### src/rtl/mano_pkg.sv
// Shared Mano machine definitions: memory geometry and the program-loader state encoding.
// Imported by the program memory and by the datapath.
package mano_pkg;

  localparam int MANO_MEM_DEPTH = 9;
  localparam int MANO_DW        = 8;
  localparam int MANO_AW        = 4;

  typedef enum logic [1:0] {
    IDLE = 2'd0,
    LOAD = 2'd1,
    RUN  = 2'd2
  } mano_ld_state_t;

endpackage

### src/rtl/mano_program_memory_if.sv
// Byte-wide image load port plus the CPU's registered read port.
// The master side is the loader/CPU; the slave side is the program memory.
interface mano_program_memory_if
  import mano_pkg::*;
#(
  parameter int AW = MANO_AW,
  parameter int DW = MANO_DW
);

  logic          ld_req;
  logic          ld_valid;
  logic [DW-1:0] ld_data;
  logic          ld_ready;
  logic [AW-1:0] ld_count;
  logic          cpu_run;

  logic          rd_req;
  logic [AW-1:0] rd_addr;
  logic [DW-1:0] rd_data;
  logic          rd_valid;
  logic          rd_err;

  modport master (
    output ld_req, ld_valid, ld_data, rd_req, rd_addr,
    input  ld_ready, ld_count, cpu_run, rd_data, rd_valid, rd_err
  );

  modport slave (
    input  ld_req, ld_valid, ld_data, rd_req, rd_addr,
    output ld_ready, ld_count, cpu_run, rd_data, rd_valid, rd_err
  );

endinterface

### src/rtl/mano_mem_array.sv
// DEPTH x DW register file: synchronous write, registered range-checked read, async clear.
// Out-of-range reads return zero with an error pulse instead of aliasing.
module mano_mem_array
  import mano_pkg::*;
#(
  parameter int DEPTH = MANO_MEM_DEPTH,
  parameter int AW    = MANO_AW,
  parameter int DW    = MANO_DW
) (
  input  logic          SysClk,
  input  logic          rst_n,
  input  logic          we_i,
  input  logic [AW-1:0] waddr_i,
  input  logic [DW-1:0] wdata_i,
  input  logic          re_i,
  input  logic [AW-1:0] raddr_i,
  output logic [DW-1:0] rdata_o,
  output logic          rvalid_o,
  output logic          rerr_o
);

  logic [DW-1:0] mem_q [DEPTH];
  logic [DW-1:0] rdData_q;
  logic          rdValid_q;
  logic          rdErr_q;

  logic waddrOk;
  logic raddrOk;

  assign waddrOk = (int'(waddr_i) < DEPTH);
  assign raddrOk = (int'(raddr_i) < DEPTH);

  // rd_data only moves on an accepted read so the CPU can sample it late.
  always_ff @(posedge SysClk or negedge rst_n) begin
    if (!rst_n) begin
      for (int i = 0; i < DEPTH; i++) begin
        mem_q[i] <= '0;
      end
      rdData_q  <= '0;
      rdValid_q <= 1'b0;
      rdErr_q   <= 1'b0;
    end else begin
      if (we_i && waddrOk) begin
        mem_q[waddr_i] <= wdata_i;
      end
      rdValid_q <= re_i;
      rdErr_q   <= re_i && !raddrOk;
      if (re_i) begin
        rdData_q <= raddrOk ? mem_q[raddr_i] : '0;
      end
    end
  end

  assign rdata_o  = rdData_q;
  assign rvalid_o = rdValid_q;
  assign rerr_o   = rdErr_q;

endmodule

### src/rtl/mano_program_memory.sv
// Program store ahead of the Mano MBR fetch: loads a full image over the byte port,
// then releases the CPU (cpu_run) and serves registered reads addressed by MAR.
module mano_program_memory
  import mano_pkg::*;
#(
  parameter int DEPTH = MANO_MEM_DEPTH,
  parameter int AW    = MANO_AW,
  parameter int DW    = MANO_DW
) (
  input  logic                   SysClk,
  input  logic                   rst_n,
  mano_program_memory_if.slave   bus
);

  localparam logic [AW-1:0] LastIdx = AW'(DEPTH - 1);

  mano_ld_state_t state_q, state_d;
  logic [AW-1:0]  ldCount_q, ldCount_d;
  logic           ldReady_q;
  logic           cpuRun_q;
  logic           memWe;
  logic           rdEn;

  // A restart request beats a byte offered in the same cycle, so nothing is written then.
  always_comb begin
    state_d   = state_q;
    ldCount_d = ldCount_q;
    memWe     = 1'b0;
    unique case (state_q)
      IDLE: begin
        if (bus.ld_req) begin
          state_d   = LOAD;
          ldCount_d = '0;
        end
      end
      LOAD: begin
        if (bus.ld_req) begin
          ldCount_d = '0;
        end else if (bus.ld_valid) begin
          memWe     = 1'b1;
          ldCount_d = ldCount_q + AW'(1);
          if (ldCount_q == LastIdx) begin
            state_d = RUN;
          end
        end
      end
      RUN: begin
        if (bus.ld_req) begin
          state_d   = LOAD;
          ldCount_d = '0;
        end
      end
      default: begin
        state_d   = IDLE;
        ldCount_d = '0;
      end
    endcase
  end

  // ld_ready/cpu_run are registered from the next state so no input reaches them combinationally.
  always_ff @(posedge SysClk or negedge rst_n) begin
    if (!rst_n) begin
      state_q   <= IDLE;
      ldCount_q <= '0;
      ldReady_q <= 1'b0;
      cpuRun_q  <= 1'b0;
    end else begin
      state_q   <= state_d;
      ldCount_q <= ldCount_d;
      ldReady_q <= (state_d == LOAD);
      cpuRun_q  <= (state_d == RUN);
    end
  end

  // Reads are gated on the current state, so a read issued alongside a reload still completes.
  assign rdEn = (state_q == RUN) && bus.rd_req;

  mano_mem_array #(
    .DEPTH (DEPTH),
    .AW    (AW),
    .DW    (DW)
  ) u_mem (
    .SysClk   (SysClk),
    .rst_n    (rst_n),
    .we_i     (memWe),
    .waddr_i  (ldCount_q),
    .wdata_i  (bus.ld_data),
    .re_i     (rdEn),
    .raddr_i  (bus.rd_addr),
    .rdata_o  (bus.rd_data),
    .rvalid_o (bus.rd_valid),
    .rerr_o   (bus.rd_err)
  );

  assign bus.ld_ready = ldReady_q;
  assign bus.ld_count = ldCount_q;
  assign bus.cpu_run  = cpuRun_q;

endmodule
### src/flat_wrapper.sv
// flat-port wrapper written by rule: the top's interface ports become plain ports
module mano_program_memory_flat import mano_pkg::*;
#(
  parameter int DEPTH = MANO_MEM_DEPTH,
  parameter int AW    = MANO_AW,
  parameter int DW    = MANO_DW
)
  (SysClk, rst_n, bus_ld_req, bus_ld_valid, bus_ld_data, bus_rd_req, bus_rd_addr, bus_ld_ready, bus_ld_count, bus_cpu_run, bus_rd_data, bus_rd_valid, bus_rd_err);
  mano_program_memory_if #(.AW(AW), .DW(DW)) bus_i ();
  input  logic SysClk;
  input  logic rst_n;
  input wire logic [$bits(bus_i.ld_req)-1:0] bus_ld_req;
  input wire logic [$bits(bus_i.ld_valid)-1:0] bus_ld_valid;
  input wire logic [$bits(bus_i.ld_data)-1:0] bus_ld_data;
  input wire logic [$bits(bus_i.rd_req)-1:0] bus_rd_req;
  input wire logic [$bits(bus_i.rd_addr)-1:0] bus_rd_addr;
  output wire logic [$bits(bus_i.ld_ready)-1:0] bus_ld_ready;
  output wire logic [$bits(bus_i.ld_count)-1:0] bus_ld_count;
  output wire logic [$bits(bus_i.cpu_run)-1:0] bus_cpu_run;
  output wire logic [$bits(bus_i.rd_data)-1:0] bus_rd_data;
  output wire logic [$bits(bus_i.rd_valid)-1:0] bus_rd_valid;
  output wire logic [$bits(bus_i.rd_err)-1:0] bus_rd_err;
  assign bus_i.ld_req = bus_ld_req;
  assign bus_i.ld_valid = bus_ld_valid;
  assign bus_i.ld_data = bus_ld_data;
  assign bus_i.rd_req = bus_rd_req;
  assign bus_i.rd_addr = bus_rd_addr;
  assign bus_ld_ready = bus_i.ld_ready;
  assign bus_ld_count = bus_i.ld_count;
  assign bus_cpu_run = bus_i.cpu_run;
  assign bus_rd_data = bus_i.rd_data;
  assign bus_rd_valid = bus_i.rd_valid;
  assign bus_rd_err = bus_i.rd_err;
  mano_program_memory #(.DEPTH(DEPTH), .AW(AW), .DW(DW)) u_core (.SysClk(SysClk), .rst_n(rst_n), .bus(bus_i));
endmodule
### config.mk
export PLATFORM = sky130hd
export DESIGN_NAME = mano_program_memory_flat
export DESIGN_NICKNAME = d
export VERILOG_FILES = /design/src/rtl/mano_pkg.sv /design/src/rtl/mano_program_memory_if.sv /design/src/rtl/mano_mem_array.sv /design/src/rtl/mano_program_memory.sv /design/src/flat_wrapper.sv
export SDC_FILE = /design/constraint.sdc
export NUM_CORES = 1
export LEC_CHECK = 0
export ABC_AREA = 1
export BUFFER_PORTS_ARGS = -buffer_cell sky130_fd_sc_hd__buf_4
export CORE_ASPECT_RATIO = 1.5
export CORE_UTILIZATION = 39
export CTS_CLUSTER_DIAMETER = 40
export DETAILED_ROUTE_END_ITERATION = 16
export HOLD_SLACK_MARGIN = 0.05
export PLACE_DENSITY = 0.57
export SETUP_SLACK_MARGIN = 0.02
export SYNTH_ARGS = -nofsm -noshare
export SYNTH_HDL_FRONTEND = slang
export SYNTH_SLANG_ARGS = --single-unit
### constraint.sdc
create_clock -name SysClk -period 2 [get_ports SysClk]
set_input_delay 0 -clock SysClk [delete_from_list [all_inputs] [get_ports SysClk]]
set_output_delay 0 -clock SysClk [all_outputs]
set_load 0.02 [all_outputs]
==> Yosys cells after proc, flatten, opt, wreduce, memory -nomap -nowiden <==
Index checks and enable logic that the tools add are counted.
{ "word_totals": {"elab_cells": 58, "in_bits": 17, "register_bits": 90} }
{ "classes": {"n_addsub": 1, "n_reduce_logical": 8, "muxes": 19, "n_eq_ne": 7, "magnitude_cmp": 5, "bitwise": 2} }
{ "ops": {"columns": ["op", "n"], "rows": [
  ["$bwmux 72", 1],
  ["$bmux 8 s4", 1],
  ["$demux 8 s4", 1],
  ["$mux 8", 4],
  ["$mux 4", 3],
  ["$ge 5x5->1 const B", 2],
  ["$not 4->5", 2],
  ["$lt 4x4->1 const B", 2],
  ["$mux 2", 4],
  ["$pmux 4 s2", 1],
  ["$lt 5x1->1 const B", 1],
  ["$add 4x1->4 const B", 1],
  ["$eq 2x1->1 const B", 2],
  ["$eq 2x2->1 const B", 2],
  ["$eq 4x4->1 const B", 1],
  ["$logic_and 1x1->1", 4],
  ["$pmux 2 s2", 1],
  ["$mux 1", 3],
  ["$ne 3x3->1 const B", 1],
  ["$logic_not 2->1", 1],
  ["$ne 2x1->1 const B", 1],
  ["$reduce_and 2->1", 1],
  ["$reduce_or 2->1", 1],
  ["$logic_not 1->1", 1]
]} }

==> Longest topological paths before layout <==
{ "depth": {"ltp_word": 6, "mapped_depth": 9} }

==> Modules after synthesis <==
From an unflattened synthesis, not the netlist that was laid out.
{ "hier_totals": {"hier_cells": 493, "area_unflattened_um2": 4088.9} }
{ "by_module_without_submodules": {"columns": ["mod", "cells_each", "instances", "area_each_um2"], "rows": [
  ["mano_mem_array", 445, 1, 3676.0],
  ["mano_program_memory", 48, 1, 412.9]
]} }

==> Least setup slack after synthesis <==
Ideal clock, no wire load.
{ "synth_timing": {"path_type": "flip-flop to flip-flop", "startpoint": "reg u_core.ldCount_q[0], in the netlist u_core.bus.ld_count[0]", "endpoint": "reg u_core.u_mem.mem_q[22] (netlist name)", "setup_slack_ps": 304, "required_ps": 1875, "period_less_slack_ps": 1696, "setup_time_ps": 125, "arrival_ps": 1570, "stages_incl_launch_ff": 9, "path_buffers": 1, "path_cell_list": "dfrtp_1 inv_1 ha_1 a21oi_2 nor2_8 nand3_4 buf_6 nand2_1 o21ai_2"} }
{ "synth_between": {"elab_chain_len": 6, "elab_cells_between_ends": 9, "classes_between": "3 x order compare; 3 x mux; 1 x bitwise; 2 x reduce/logical"} }
{ "synth_lines": {"columns": ["item", "line", "rtl"], "rows": [
  ["start: declaration", "mano_program_memory.sv:18", "logic [AW-1:0] ldCount_q, ldCount_d;"],
  ["start signal: assignment", "mano_program_memory.sv:69", "ldCount_q <= ldCount_d;"],
  ["$not 4->5 (not written as such)", "mano_mem_array.sv:44", "mem_q[waddr_i] <= wdata_i;"],
  ["$ge 5x5->1 (not written as such) / $lt 5x1->1 (equally long branches)", "mano_mem_array.sv:44", null],
  ["$logic_and 1x1->1 (not written as such)", "mano_mem_array.sv:44", null],
  ["$mux 8 (not written as such)", "mano_mem_array.sv:44", null],
  ["$demux 8 s4", "mano_mem_array.sv:44", null],
  ["$bwmux 72", "mano_mem_array.sv:44", null],
  ["end signal: indexed assignment", "mano_mem_array.sv:44", null],
  ["end: declaration", "mano_mem_array.sv:22", "logic [DW-1:0] mem_q [DEPTH];"]
]} }
Parallel ways exist; a longest one is shown, timed or not.
A chain may end at the register's enable or synchronous reset.

==> Worst setup path after layout <==
{ "layout_timing": {"startpoint": "reg u_core.state_q[0]", "endpoint": "reg u_core.u_mem.mem_q[41] (netlist name)"} }
{ "layout_between": {"elab_chain_len": 3} }
{ "layout_lines": {"columns": ["item", "line", "rtl"], "rows": [
  ["start: declaration", "mano_program_memory.sv:17", "mano_ld_state_t state_q, state_d;"],
  ["start signal: assignment", "mano_program_memory.sv:68", "state_q <= state_d;"],
  ["$eq 2x1->1", "mano_program_memory.sv:29", "unique case (state_q)"],
  ["$mux 1", "mano_program_memory.sv:29", null],
  ["$logic_and 1x1->1", "mano_mem_array.sv:43", "if (we_i && waddrOk) begin"]
]} }
Every way passes these cells.

==> flow_metrics.env <==
export IMPL_io_pins=33
export IMPL_clock_fmax_mhz=570.8
export IMPL_cts_tree="done"
export IMPL_yosys_area_top_type="dfrtp_1"
export IMPL_fin_ws_ns=0.2479
export IMPL_drive_gt1_frac=0.1734
export IMPL_r2r_cells=4
export IMPL_whs_endpoint="u_core.state_q[1]$_DFF_PN0_"
export IMPL_grt_total_usage=0.1961
export IMPL_synthArstFlopShare=1.000
export IMPL_final_nets=536
export IMPL_synthTopCellsByArea="dfrtp_1 (53%), nand2_1 (15%), nand3_1 (7.0%)"
export IMPL_max_cap_viol_count=0
export IMPL_dieWidth_um=87.06
export IMPL_rsz0062_at_grt="false"
export IMPL_wl_per_cell_um=14.71
export IMPL_dpl_worst_slack_ns=0.2741
export IMPL_power_density_nw_per_um2=954.1
export IMPL_htreeDepth=3
export IMPL_hpwl_mm=6.414
export IMPL_ant_nets=0
export IMPL_gp_congestion=0.7942
export IMPL_via_count=3283
export IMPL_die_area_um2=11280
export IMPL_post_cts_setup_buffer_count=0
export IMPL_crit_fanout=16
export IMPL_clock_sinks=90
export IMPL_place_area_um2=4564
export IMPL_hold_depth=3
export IMPL_period_needed_ns=1.752
export IMPL_period_share=0.8760
export IMPL_clock_skew_final_ns=0.006025
export IMPL_clk_latency_ns=0.35
export IMPL_syn_cell_area_um2=4233
export IMPL_hold_slack_ns=0.06270
export IMPL_overflow=0
export IMPL_r2r_end="u_core.u_mem.mem_q[41]$_DFFE_PN0P_"
export IMPL_synth_main_ff_cell="dfrtp_1"
export IMPL_min_delay_start="bus_ld_valid"
export IMPL_syn_avg_cell_area_um2=8.709
export IMPL_antenna_found_initial=0
export IMPL_cp_start_kind="register"
export IMPL_portBuffers=32
export IMPL_slew_headroom=0.6118
export IMPL_worstMarginPinSlew_ns=0.5823
export IMPL_setup_tns_final_ns=0
export IMPL_synth_top_cell_area_share=0.5321
export IMPL_rrSetupSlack_ns=0.25
export IMPL_cts_root_buf="clkbuf_16"
export IMPL_timing_rr_start="u_core.state_q[0]$_DFF_PN0_"
export IMPL_grt_max_degree=48
export IMPL_cts_clk_slew_worst_paths_ns=0.07
export IMPL_postLayoutCellArea_um2=4887
export IMPL_drt_initial_drc_count=222
export IMPL_yosys_top_cells_count="nand2_1 (167), dfrtp_1 (90), nand3_1 (59)"
export IMPL_drtPass1Iterations=4
export IMPL_fp_coreArea_um2=10590
export IMPL_vias_per_cell=4.952
export IMPL_crit_required_ns=2.26
export IMPL_fillers=1065
export IMPL_synthCells=486
export IMPL_area_delta_synth_final_pct=15.46
export IMPL_p_leak_nw=2.312
export IMPL_totalWireLength_mm=9.754
export IMPL_path_class="reg -> reg"
export IMPL_grt_pass1_vias=3145
export IMPL_antenna_cells=0
export IMPL_grt_first_pass_wirelength_mm=16.48
export IMPL_synth_seq_cells=90
export IMPL_cts_buffers_inserted=9
export IMPL_synth_most_common_cell="nand2_1"
export IMPL_syn_num_nets=508
export IMPL_yosysUniqueCellTypes=29
export IMPL_seq_area_frac_synth=0.5321
export IMPL_placementRows=46
export IMPL_status="finished clean"
export IMPL_crit_path_end_kind="register"
export IMPL_drc=0
export IMPL_ys_warn_count=0
export IMPL_worst_ep_arrival_time_ns=2.01
export IMPL_slew_viol_final=0
export IMPL_clockBufferDepth=2
export IMPL_hold_viol=0
export IMPL_vdd_drop_max_v=0.0004002
export IMPL_fp_dieH_um=129.6
export IMPL_finalSetupViolations=0
export IMPL_cts_resized=0
export IMPL_worstHoldPathType="in -> reg"
export IMPL_synth_edf_count=0
export IMPL_start_util=0.3997
[how the worst max path moves through the flow]
stage	from	endpoint	slack (ns)	cells past startpoint
floorplan	u_core.bus.ld_count[0]$_DFFE_PN0P_	u_core.u_mem.mem_q[22]$_DFFE_PN0P_	0.30	8
global placement	u_core.state_q[0]$_DFF_PN0_	u_core.u_mem.mem_q[42]$_DFFE_PN0P_	0.31	5
detailed placement	u_core.state_q[0]$_DFF_PN0_	u_core.u_mem.mem_q[41]$_DFFE_PN0P_	0.27	5
CTS	u_core.state_q[0]$_DFF_PN0_	u_core.u_mem.mem_q[41]$_DFFE_PN0P_	0.24	4
global route	u_core.state_q[0]$_DFF_PN0_	u_core.u_mem.mem_q[41]$_DFFE_PN0P_	0.10	4
finish	u_core.state_q[0]$_DFF_PN0_	u_core.u_mem.mem_q[41]$_DFFE_PN0P_	0.25	4
[registers in the layout (all words and copies together) (netlist names)]
signal                 flops
u_core.bus.ld_ready        1
u_core.state_q             2
u_core.u_mem.rdata_o       8
u_core.u_mem.mem_q        72
u_core.bus.ld_count        4
u_core.bus.cpu_run         1
u_core.u_mem.rerr_o        1
u_core.u_mem.rvalid_o      1
[power by group]
part	leakage [nW]	internal [W]	total [W]	switching [W]
Sequential	1.21	0.00212	0.00230	0.000172
Clock	0.139	0.000909	0.00162	0.000712
Combinational	0.963	0.000303	0.000746	0.000444
Total	2.31	0.00333	0.00466	0.00133
[timing repair]
item / in CTS / in global routing
hold endpoints to repair: 51 / 0
hold buffers: 4 / 0
setup endpoints to repair: 0 / 0
[worst max-delay path: stages (launching register included)]
cell and delay, ns:
dfrtp_1 0.51, nand2_1 0.15, nor3_2 0.25, nand4_2 0.43
o21ai_1 0.31
[stage by stage]
| step | utilization | instances | power [W] |
|---|---|---|---|
| floorplan | - | 486 | 0.002836 |
| global placement | 0.4310 | 643 | 0.003043 |
| detailed placement | 0.4310 | 643 | 0.003075 |
| CTS | 0.4615 | 663 | 0.004704 |
| global route | 0.4615 | 663 | 0.004937 |
| finish | 0.4615 | 663 | 0.004663 |
[cell families after synthesis]
kind of cell / synth area share
AOI/OAI and AO/OA: 0.1150
xor gates and xnor gates: 0.004139
adders and majority gates: 0.01478
buffers and inverters: 0.05055
DFF: 0.5321
and+or+nand+nor: 0.2835
[cell usage in the layout (no fill, tap or decap), types with 5 or more instances in the layout]
cell	count
o21ai_2	16
nor2_1	20
nand3_1	59
buf_4	34
dfrtp_1	90
ha_1	5
inv_1	15
inv_2	9
o21ai_1	56
clkbuf_16	9
nand2_1	167
[metal layers]
layer / track usage / wire length (um)
met5: 0 / 0
met4: 0.08529 / 152
met2: 0.3168 / 4877
met1: 0.2603 / 4460
met3: 0.03057 / 264
[final cells by class]
class / count / area (um^2) / area share
clock buffers: 12 / 256.5 / 0.05248
inverters: 24 / 90.09 / 0.01843
flip-flops and latches: 90 / 2252 / 0.4608
well taps: 144 / 180.2 / 0.03687
repair buffers: 39 / 315.3 / 0.06452
multi-input cells: 350 / 1767 / 0.3615
clock inverters: 4 / 26.28 / 0.005376
No activity file was read; power rests on OpenSTA's default activity.
